### src/rtl/hp_mul_seq.sv
// hp_mul_seq: iterative bfloat16-format floating-point multiplier.
//
// The significands are multiplied one multiplier bit per cycle (shift-add).
// The product is then normalized, rounded to nearest-even and range checked.
// Subnormal operands are treated as zero, and results that fall below the
// normal range flush to signed zero.
//
// Ports:
//   clk        rising-edge clock
//   rst        synchronous active-high reset (aborts any operation in flight)
//   in_valid   operand pair a/b is valid
//   in_ready   block is idle and can accept operands
//   a, b       operands {sign, exp, frac}
//   out_valid  p/bfFlags/exception hold a result
//   out_ready  consumer accepts the result
//   p          product
//   bfFlags    one-hot class of p {snan, qnan, inf, zero, subnormal, normal}
//   exception  {invalid, divbyzero, overflow, underflow, inexact}
module hp_mul_seq #(
    parameter int NEXP = 8,
    parameter int NSIG = 7
) (
    input  logic                 clk,
    input  logic                 rst,
    input  logic                 in_valid,
    output logic                 in_ready,
    input  logic [NEXP+NSIG:0]   a,
    input  logic [NEXP+NSIG:0]   b,
    output logic                 out_valid,
    input  logic                 out_ready,
    output logic [NEXP+NSIG:0]   p,
    output logic [5:0]           bfFlags,
    output logic [4:0]           exception
);

    localparam int W  = NEXP + NSIG + 1;   // word width
    localparam int SW = NSIG + 1;          // significand width incl. hidden bit
    localparam int PW = 2 * SW;            // full product width
    localparam int EW = NEXP + 2;          // signed exponent intermediate
    localparam int CW = $clog2(SW);        // step counter width

    localparam logic signed [EW-1:0] BIAS = EW'((1 << (NEXP - 1)) - 1);
    localparam logic signed [EW-1:0] EMAX = EW'((1 << NEXP) - 1);
    localparam logic [W-1:0] QNAN = {1'b0, {NEXP{1'b1}}, 1'b1, {(NSIG-1){1'b0}}};

    typedef enum logic [1:0] {IDLE, MUL, NORM, DONE} state_t;

    state_t state, state_nxt;

    logic [SW-1:0]        ma, mb;
    logic                 sgn;
    logic signed [EW-1:0] exp_sum;
    logic [PW-1:0]        acc;
    logic [CW-1:0]        cnt;
    logic [W-1:0]         res_p;
    logic [4:0]           res_exc;

    // ------------------------------------------------------------------
    // Operand classification (only meaningful while IDLE)
    // ------------------------------------------------------------------
    logic [NEXP-1:0] ea, eb;
    logic [NSIG-1:0] fa, fb;
    logic a_nan, b_nan, a_snan, b_snan, a_inf, b_inf, a_zero, b_zero, sgn_in;

    assign ea     = a[W-2 -: NEXP];
    assign eb     = b[W-2 -: NEXP];
    assign fa     = a[NSIG-1:0];
    assign fb     = b[NSIG-1:0];
    assign a_nan  = (&ea) && (|fa);
    assign b_nan  = (&eb) && (|fb);
    assign a_snan = a_nan && !fa[NSIG-1];
    assign b_snan = b_nan && !fb[NSIG-1];
    assign a_inf  = (&ea) && !(|fa);
    assign b_inf  = (&eb) && !(|fb);
    // Subnormals count as zero here (denormals-are-zero).
    assign a_zero = (ea == '0);
    assign b_zero = (eb == '0);
    assign sgn_in = a[W-1] ^ b[W-1];

    logic           spec_hit;
    logic [W-1:0]   spec_p;
    logic [4:0]     spec_exc;

    // NOTE: every output of a combinational block gets a default before any
    // branch, so no path leaves a value unassigned and no latch is inferred.
    always_comb begin
        spec_hit = 1'b1;
        spec_p   = QNAN;
        spec_exc = '0;
        if (a_snan || b_snan) begin
            spec_exc = 5'b10000;
        end else if (a_nan || b_nan) begin
            spec_exc = '0;
        end else if ((a_inf && b_zero) || (b_inf && a_zero)) begin
            spec_exc = 5'b10000;
        end else if (a_inf || b_inf) begin
            spec_p = {sgn_in, {NEXP{1'b1}}, {NSIG{1'b0}}};
        end else if (a_zero || b_zero) begin
            spec_p = {sgn_in, {(W-1){1'b0}}};
        end else begin
            spec_hit = 1'b0;
        end
    end

    // ------------------------------------------------------------------
    // Normalize / round / range check of the finished product
    // ------------------------------------------------------------------
    logic                 top, guard, sticky, rnd_up;
    logic [NSIG-1:0]      frac;
    logic [SW-1:0]        frac_rnd;
    logic signed [EW-1:0] exp_fin;
    logic [W-1:0]         norm_p;
    logic [4:0]           norm_exc;

    always_comb begin
        // Product of two [1,2) significands lies in [1,4); top marks [2,4).
        top    = acc[PW-1];
        frac   = top ? acc[PW-2 -: NSIG]  : acc[PW-3 -: NSIG];
        guard  = top ? acc[PW-2-NSIG]     : acc[PW-3-NSIG];
        sticky = top ? |acc[PW-3-NSIG:0]  : |acc[PW-4-NSIG:0];
        rnd_up = guard && (sticky || frac[0]);
        frac_rnd = {1'b0, frac} + {{NSIG{1'b0}}, rnd_up};
        // A rounding carry leaves the fraction field zero and bumps the exponent.
        exp_fin = exp_sum
                + $signed({{(EW-1){1'b0}}, top})
                + $signed({{(EW-1){1'b0}}, frac_rnd[NSIG]});
        norm_p   = {sgn, exp_fin[NEXP-1:0], frac_rnd[NSIG-1:0]};
        norm_exc = {4'b0000, guard || sticky};
        if (exp_fin >= EMAX) begin
            norm_p   = {sgn, {NEXP{1'b1}}, {NSIG{1'b0}}};
            norm_exc = 5'b00101;
        end else if (exp_fin[EW-1] || (exp_fin == '0)) begin
            norm_p   = {sgn, {(W-1){1'b0}}};
            norm_exc = 5'b00011;
        end
    end

    // ------------------------------------------------------------------
    // Control FSM
    // ------------------------------------------------------------------
    // NOTE: clocked state uses non-blocking assignments so every register
    // samples pre-edge values regardless of process evaluation order.
    always_ff @(posedge clk) begin
        if (rst) state <= IDLE;
        else     state <= state_nxt;
    end

    always_comb begin
        state_nxt = state;
        in_ready  = 1'b0;
        out_valid = 1'b0;
        p         = '0;
        exception = '0;
        case (state)
            IDLE: begin
                in_ready = 1'b1;
                if (in_valid) state_nxt = spec_hit ? DONE : MUL;
            end
            MUL:  if (cnt == CW'(NSIG)) state_nxt = NORM;
            NORM: state_nxt = DONE;
            DONE: begin
                out_valid = 1'b1;
                p         = res_p;
                exception = res_exc;
                if (out_ready) state_nxt = IDLE;
            end
            default: state_nxt = IDLE;
        endcase
    end

    function automatic logic [5:0] classify(input logic [W-1:0] x);
        logic [5:0] c;
        if (&x[W-2 -: NEXP]) begin
            if (x[NSIG-1:0] == '0) c = 6'b001000;
            else if (x[NSIG-1])    c = 6'b010000;
            else                   c = 6'b100000;
        end else if (x[W-2 -: NEXP] == '0) begin
            c = (x[NSIG-1:0] == '0) ? 6'b000100 : 6'b000010;
        end else begin
            c = 6'b000001;
        end
        return c;
    endfunction

    // Flags always describe what p currently shows (zero while not DONE).
    always_comb bfFlags = classify(p);

    // ------------------------------------------------------------------
    // Datapath
    // ------------------------------------------------------------------
    always_ff @(posedge clk) begin
        if (rst) begin
            ma      <= '0;
            mb      <= '0;
            sgn     <= 1'b0;
            exp_sum <= '0;
            acc     <= '0;
            cnt     <= '0;
            res_p   <= '0;
            res_exc <= '0;
        end else begin
            case (state)
                IDLE: if (in_valid) begin
                    ma      <= {1'b1, fa};
                    mb      <= {1'b1, fb};
                    sgn     <= sgn_in;
                    exp_sum <= $signed({2'b00, ea}) + $signed({2'b00, eb}) - BIAS;
                    acc     <= '0;
                    cnt     <= '0;
                    // Special results are final; normal ones are overwritten in NORM.
                    res_p   <= spec_p;
                    res_exc <= spec_exc;
                end
                MUL: begin
                    if (mb[cnt]) acc <= acc + (PW'(ma) << cnt);
                    cnt <= cnt + 1'b1;
                end
                NORM: begin
                    res_p   <= norm_p;
                    res_exc <= norm_exc;
                end
                default: ;
            endcase
        end
    end

endmodule

### config.mk
export PLATFORM = sky130hd
export DESIGN_NAME = hp_mul_seq
export DESIGN_NICKNAME = d
export VERILOG_FILES = /design/src/rtl/hp_mul_seq.sv
export SDC_FILE = /design/constraint.sdc
export NUM_CORES = 1
export LEC_CHECK = 0
export ABC_AREA = 1
export CORE_MARGIN = 3
export CORE_UTILIZATION = 51
export CTS_CLUSTER_SIZE = 28
export DETAILED_ROUTE_END_ITERATION = 7
export PLACE_DENSITY_LB_ADDON = 0.08
export REMOVE_ABC_BUFFERS = 1
export SETUP_SLACK_MARGIN = 0.3
export SYNTH_ARGS = -nofsm -noshare
export SYNTH_HDL_FRONTEND = slang
export SYNTH_SLANG_ARGS = --single-unit
### constraint.sdc
create_clock -name clk -period 2.85 [get_ports clk]
set_input_delay 0.57 -clock clk [delete_from_list [all_inputs] [get_ports clk]]
set_output_delay 0.57 -clock clk [all_outputs]
set_load 0.02 [all_outputs]
# --- Yosys cells after proc, flatten, opt, wreduce, memory -nomap -nowiden ---
# Index checks and enable logic that the tools add are counted.
word_totals:
  out_inout_bits: 29
  reg_bits: 69
op_classes:
  magnitude_cmp: 2
  n_shift: 1
  n_mux: 45
  n_reduce_logical: 41
  n_addsub: 7
  n_eq_ne: 8
  bitwise_logic: 1
op_table:
  columns: ["operator", "n"]
  rows:
  - ["$mux 16", 9]
  - ["$pmux 16 s2", 2]
  - ["$mux 15", 2]
  - ["$mux 5", 5]
  - ["$logic_not 8->1", 3]
  - ["$reduce_and 8->1", 3]
  - ["$reduce_or 7->1", 3]
  - ["$add 10x2->10", 2]
  - ["$mux 6", 3]
  - ["$add 16x16->16", 1]
  - ["$shl 8x3->16", 1]
  - ["$mux 3", 4]
  - ["$ge 10x9->1 const B", 1]
  - ["$logic_not 10->1", 1]
  - ["$mux 1", 10]
  - ["$mux 2", 5]
  - ["$pmux 5 s2", 1]
  - ["$sub 9x7->10 const B", 1]
  - ["$add 8x8->9", 1]
  - ["$logic_and 1x1->1", 9]
  - ["$add 7x1->8", 1]
  - ["$logic_or 1x1->1", 8]
  - ["$ne 2x2->1 const B", 4]
  - ["$pmux 2 s4", 1]
  - ["16 further kinds", 24]

# --- Longest topological paths before layout ---
depth:
  word_depth: 11
  ltp_mapped: 23
  ltp_nobuf: 23

# --- Least setup slack after synthesis ---
# OpenSTA, ideal clock, no wires.
synth_path:
  kind: "register to register"
  start: "reg acc[15]"
  end: "reg res_p[6]"
  path_slack_ns: -0.050
  t_arrival_ns: 2.768
  t_required_ns: 2.718
  setup_time_ns: 0.132
  stages_incl_launch_ff: 22
  path_buffers: 1
  path_cell_list: "dfxtp_1 > buf_6 > o21ai_0 > nand2_1 > nor2_2 > nand3_2 > nor2_1 > nand2_1 > fa_1 > inv_1 > ha_1 > nand2_1 > nor2_4 > nand2_1 > nand2_1 > nand2_1 > nor2_1 > nand3_4 > nand3_2 > nor2_4 > nand2_1 > a21oi_1"
synth_between:
  elab_chain_len: 10
  word_cells_on_any_way: 14
synth_rtl:
  columns: ["element", "line_no", "source"]
  rows:
  - ["from (decl)", "53", "logic [PW-1:0] acc;"]
  - ["from (signal assigned)", "215", "if (mb[cnt]) acc <= acc + (PW'(ma) << cnt);"]
  - ["branches (longest 8 deep; another with $add 10x2->10)", null, null]
  - ["$mux 15 (*)", "129", "if (exp_fin >= EMAX) begin"]
  - ["$pmux 16 s2 (*)", "202", "case (state)"]
  - ["to (signal assigned)", "211", "res_p <= spec_p;"]
  - ["to (signal assigned)", "219", "res_p <= norm_p;"]
  - ["to (decl)", "55", "logic [W-1:0] res_p;"]
# Every way passes the cells marked *.
# A chain may end at the register's enable or synchronous reset.

# --- Final worst setup path ---
layout_path:
  start: "reg acc[15]"
  end: "reg res_exc[0]"
layout_between:
  elab_chain_len: 10
  word_cells_on_any_way: 15
layout_rtl:
  columns: ["element", "line_no", "source"]
  rows:
  - ["branches (longest 8 deep; another with $add 10x2->10)", null, null]
  - ["$mux 3 (*)", "129", null]
  - ["$pmux 5 s2 (*)", "202", null]
  - ["to (signal assigned)", "212", "res_exc <= spec_exc;"]
  - ["to (signal assigned)", "220", "res_exc <= norm_exc;"]
  - ["to (decl)", "56", "logic [4:0] res_exc;"]
# Marks and branches as above.

==> results <==
- The number of antenna diodes in the final layout is 0.
- The height of the die is about 110 um.
- The checks that failed: setup timing.
- The clock network accounts for 15.1% of the total power.
- The worst reg2reg path depth is 21.
- The most critical setup path has its startpoint at acc[15].
- The netlist uses 45 different library cells.
- Dividing total power by cell area gives a power density of 668 nW/um2.
- The total count of hold-check failures in the final report is 0.
- For the pin with the worst max-slew slack, the measured transition is 894 ps.
- The worst hold path startpoint is mb[1].
- The number of buffers inserted for hold repair after clock tree synthesis is 0.
- VDD sags by at most 0.000391 V.
- For this block, the routed nets add up to 15100 um of wire.
- Dividing the detail-routed via count by the number of cells gives 5.34.
- The global route total overflow is 0.
- TritonCTS built the clock tree.
- The count of nets left with antenna violations once routing finished came out at 0.
- The data arrival time of the worst path is 3320 ps.
- The register area is 1360 um2.
- The setup violation total in the final timing report is 17.
- The path class of the tightest hold or removal check is reg2reg.
- The total standard cell area after synthesis is 5210 um2.
- In this run the tightest slew margin relative to its limit is about two fifths.
- During placement, the flow inserted port buffers numbering between 60 and 70.
- The worst setup path is of the reg2reg kind.
- During synthesis, Yosys emitted a total of 0 warnings.
- STA classifies the critical path startpoint as a flip-flop.
- The number of remaining DRC errors is 0.
- Entering global routing, the biggest net connects 38 pins.
- The floorplan die width is around 110 um.
- The core footprint is 9860 um2.
- Cell internal power was estimated by the tool at around 2600 uW.
- Sequential cells account for around 29% of the total power.
- Hold is met by between 400 and 500 ps.
- The number of antenna violations at the first check in global routing came to 0.
- The multi-input combinational cell area is 3700 um2.
- After detailed placement, the design holds a cell count of between 1000 and 1500.
- The filler-free cell count of the finished design is about 1100.
- The detailed-routing iteration count for the pre-antenna-repair pass is 5.
- The number of fill cells is 815.
- STA classifies the critical path endpoint as a flip-flop.
- In this run, synthesis produced a sequential element count of 67.
- After the first detailed-routing iteration, the DRC count stood at 404.
- For the finished layout, the period the worst path requires is 3020 ps.
- The detailed placement HPWL is ~11000 um.
- At the worst endpoint, the required time is roughly 3200 ps.
- Global routing consumed, over all layers together, 25.1% of the routing resources.
- The count of pins over their slew limit is 0.
- The final cell utilization of the core is 72.3%.
- The combinational share of power is 56.3%.
- The number of buffers created by CTS is 9.
- The post-synthesis sequential area ratio is 25.7%.
- The share of layout cells above drive strength 1 is 23.7%.
- Setup repair after global routing could not meet its margin everywhere.
- The routed layout has 5869 vias.
- The leakage power total is 0.00341 uW.
- The net count of the finished layout is 1038.
- The clock tree synthesis step divided the H-tree into 3 levels.
- The period utilization is 106%.
- The wire length of the first global-routing pass is approximately 24000 um.
- The max-capacitance violation count is 0.
- The run finished, with violations left.
- The count of mapped cells out of synthesis is 828.
- The summed negative setup slack over all endpoints is -1630 ps.
- The number of global-route vias before repair is 5260.
- The worst clock skew on the final layout is around 12 ps.
- In the post-route analysis, the smallest setup slack over all paths is -167 ps.
- The cell depth of the worst hold path is 2.
- For this design the total switching power over the nets is 2210 uW.
- The maximum fanout along the worst path is 6.
- The placed cell area is 6240 um2.
- The final standard cell area without fillers is approximately 7100 um2.
- In this run the mean area of a mapped cell was 6.29 um2.
- The post-detailed-route wirelength per cell is 13.7 um.
- The floorplan die area is around 11000 um2.
- The number of primary I/O pins is 65.
- The master cell of the clock root buffer is clkbuf_8.
- For this configuration, the core starts out at a cell density of around 53%.
- CTS saw 67 sinks.
- After clock tree synthesis, the clock-pin slew on the worst setup and hold paths is 80 ps.
- The clock passes through at most 2 buffers.
- The floorplan has 36 rows.
- The global placement routability congestion is 0.902.
- The fmax is 0.331 GHz.
- Compared with the post-synthesis result, the final layout area differs by 36.9%.
- The later pin in the worst-skew pair is clocked with a latency of 350 ps.
- The worst register-to-register path begins at acc[15].
- The proportion of total power due to net switching is 46.3%.
logic make-up (layout without fill, tap and decap cells):
group	count (synthesis)	in the layout	share of synthesized area, %
and+or+nand+nor	394	395	32.9
AOI/OAI and AO/OA	162	162	16.5
buffers and inverters	142	279	10.8
DFF	67	67	25.7
adders and majority gates	41	41	10.3
xor gates and xnor gates	16	16	2.69
muxes	5	5	0.960
other	1	1	0.0720
metrics by stage:
| stage | power (uW) | setup WS, ps |
|---|---|---|
| 3_3_place_gp | 3510 | -107 |
| 2_1_floorplan | 2820 | -193 |
| 4_1_cts | 4440 | -48.2 |
| 3_5_place_dp | 3580 | -305 |
| 6_report | 4770 | -167 |
| 5_1_grt | 5160 | -367 |
area by class of cell:
cell class	count	share of cell area (%)
Inverter	116	6.19
Clock buffer	10	1.93
Clock inverter	6	0.579
Timing Repair Buffer	146	18.0
Tap cell	133	2.33
Sequential cell	67	19.0
Timing Repair inverter	1	0.0702
Multi-Input combinational cell	620	51.9
cells in the final DEF, fill, tap and decap left out, drive strengths merged, types with 2 or more instances in the layout:
cell	synthesis	routed
a21o	3	3
dlymetal6s2s	0	2
fa	3	3
nor2	105	105
nand4	18	18
clkbuf	16	12
nor3	7	7
ha	38	38
buf	10	87
clkdlybuf4s50	0	55
clkinv	1	4
nor4	2	2
mux2i	5	5
nand2	209	209
clkinvlp	0	5
a21oi	71	71
dfxtp	67	67
a211oi	2	2
nand3b	4	4
inv	115	114
a31oi	4	4
xnor2	10	10
xor2	6	6
nand3	47	48
o211ai	3	3
o21ai	72	72
a22oi	2	2
routing by layer:
layer  vias up  wire (um)  GRT usage (%)  part of all wire, %
li1       2955          -              -                    -
met1      2663       6760           33.9                   45
met2       216       7080           41.0                   47
met3        35        910           3.73                  6.0
met4         0        350           8.40                  2.3
met5         -          0              0                    0
power by group through the flow:
stage,combinational [uW],sequential (uW),clock (uW)
global route,2980,1390,787
global placement,2170,1340,0
CTS,2350,1350,736
finish,2680,1360,722
floorplan,1500,1320,0
detailed placement,2230,1350,0
timing repair:
item	in CTS	in global routing
gates cloned	1	1
pin swaps	23	46
gates resized for setup	80	106
endpoints found under the setup margin	45	37
setup buffers	18	17
cell usage after synthesis (all sizes together):
cell type	n	area share, %
mux2i	5	0.96
o21ai	72	7.0
nand4	18	2.2
a21boi	1	0.14
o22ai	1	0.12
or3	1	0.12
o21bai	1	0.14
clkinv	1	0.072
dfxtp	67	26
nor3	7	0.77
nand3	47	5.4
clkbuf	16	1.2
a221oi	1	0.17
nor2	105	8.0
a211oi	2	0.29
o211a	1	0.19
fa	3	1.2
or2	1	0.12
nand3b	4	0.58
ha	38	9.1
a31oi	4	0.48
nor4	2	0.24
a21oi	71	6.8
conb	1	0.072
nand2	209	16
a22oi	2	0.29
xnor2	10	1.7
a21o	3	0.43
o211ai	3	0.43
xor2	6	1.0
inv	115	8.3
buf	10	1.3
final timing paths:
kind / end / slack, ps
min reg2reg: mb[1] / 460
max reg2reg: res_exc[0] / -170
min: mb[1] / 460
max: res_exc[0] / -170
registers in the layout, summed over array words and instances, names as in the netlist:
| register | cells |
|---|---|
| ma | 8 |
| state | 2 |
| cnt | 3 |
| sgn | 1 |
| exp_sum | 10 |
| acc | 16 |
| res_exc | 4 |
| res_p | 16 |
| mb | 7 |
critical path, cell delays in order, from the launching register on:
cell	delay, ps
dfxtp_4	380
buf_6	140
o21ai_4	160
nand2_2	110
nor2_4	130
nand3_2	90
nor2_2	90
nand2_1	80
fa_2	360
inv_2	90
ha_4	200
inv_1	50
nand2_1	80
a21oi_2	130
nand3_2	110
nor2_4	170
nand3_4	140
nand2_2	120
nand2_2	80
nand3_1	90
nand2_1	60
inv_1	90
No activity file was read; power rests on OpenSTA's default activity.
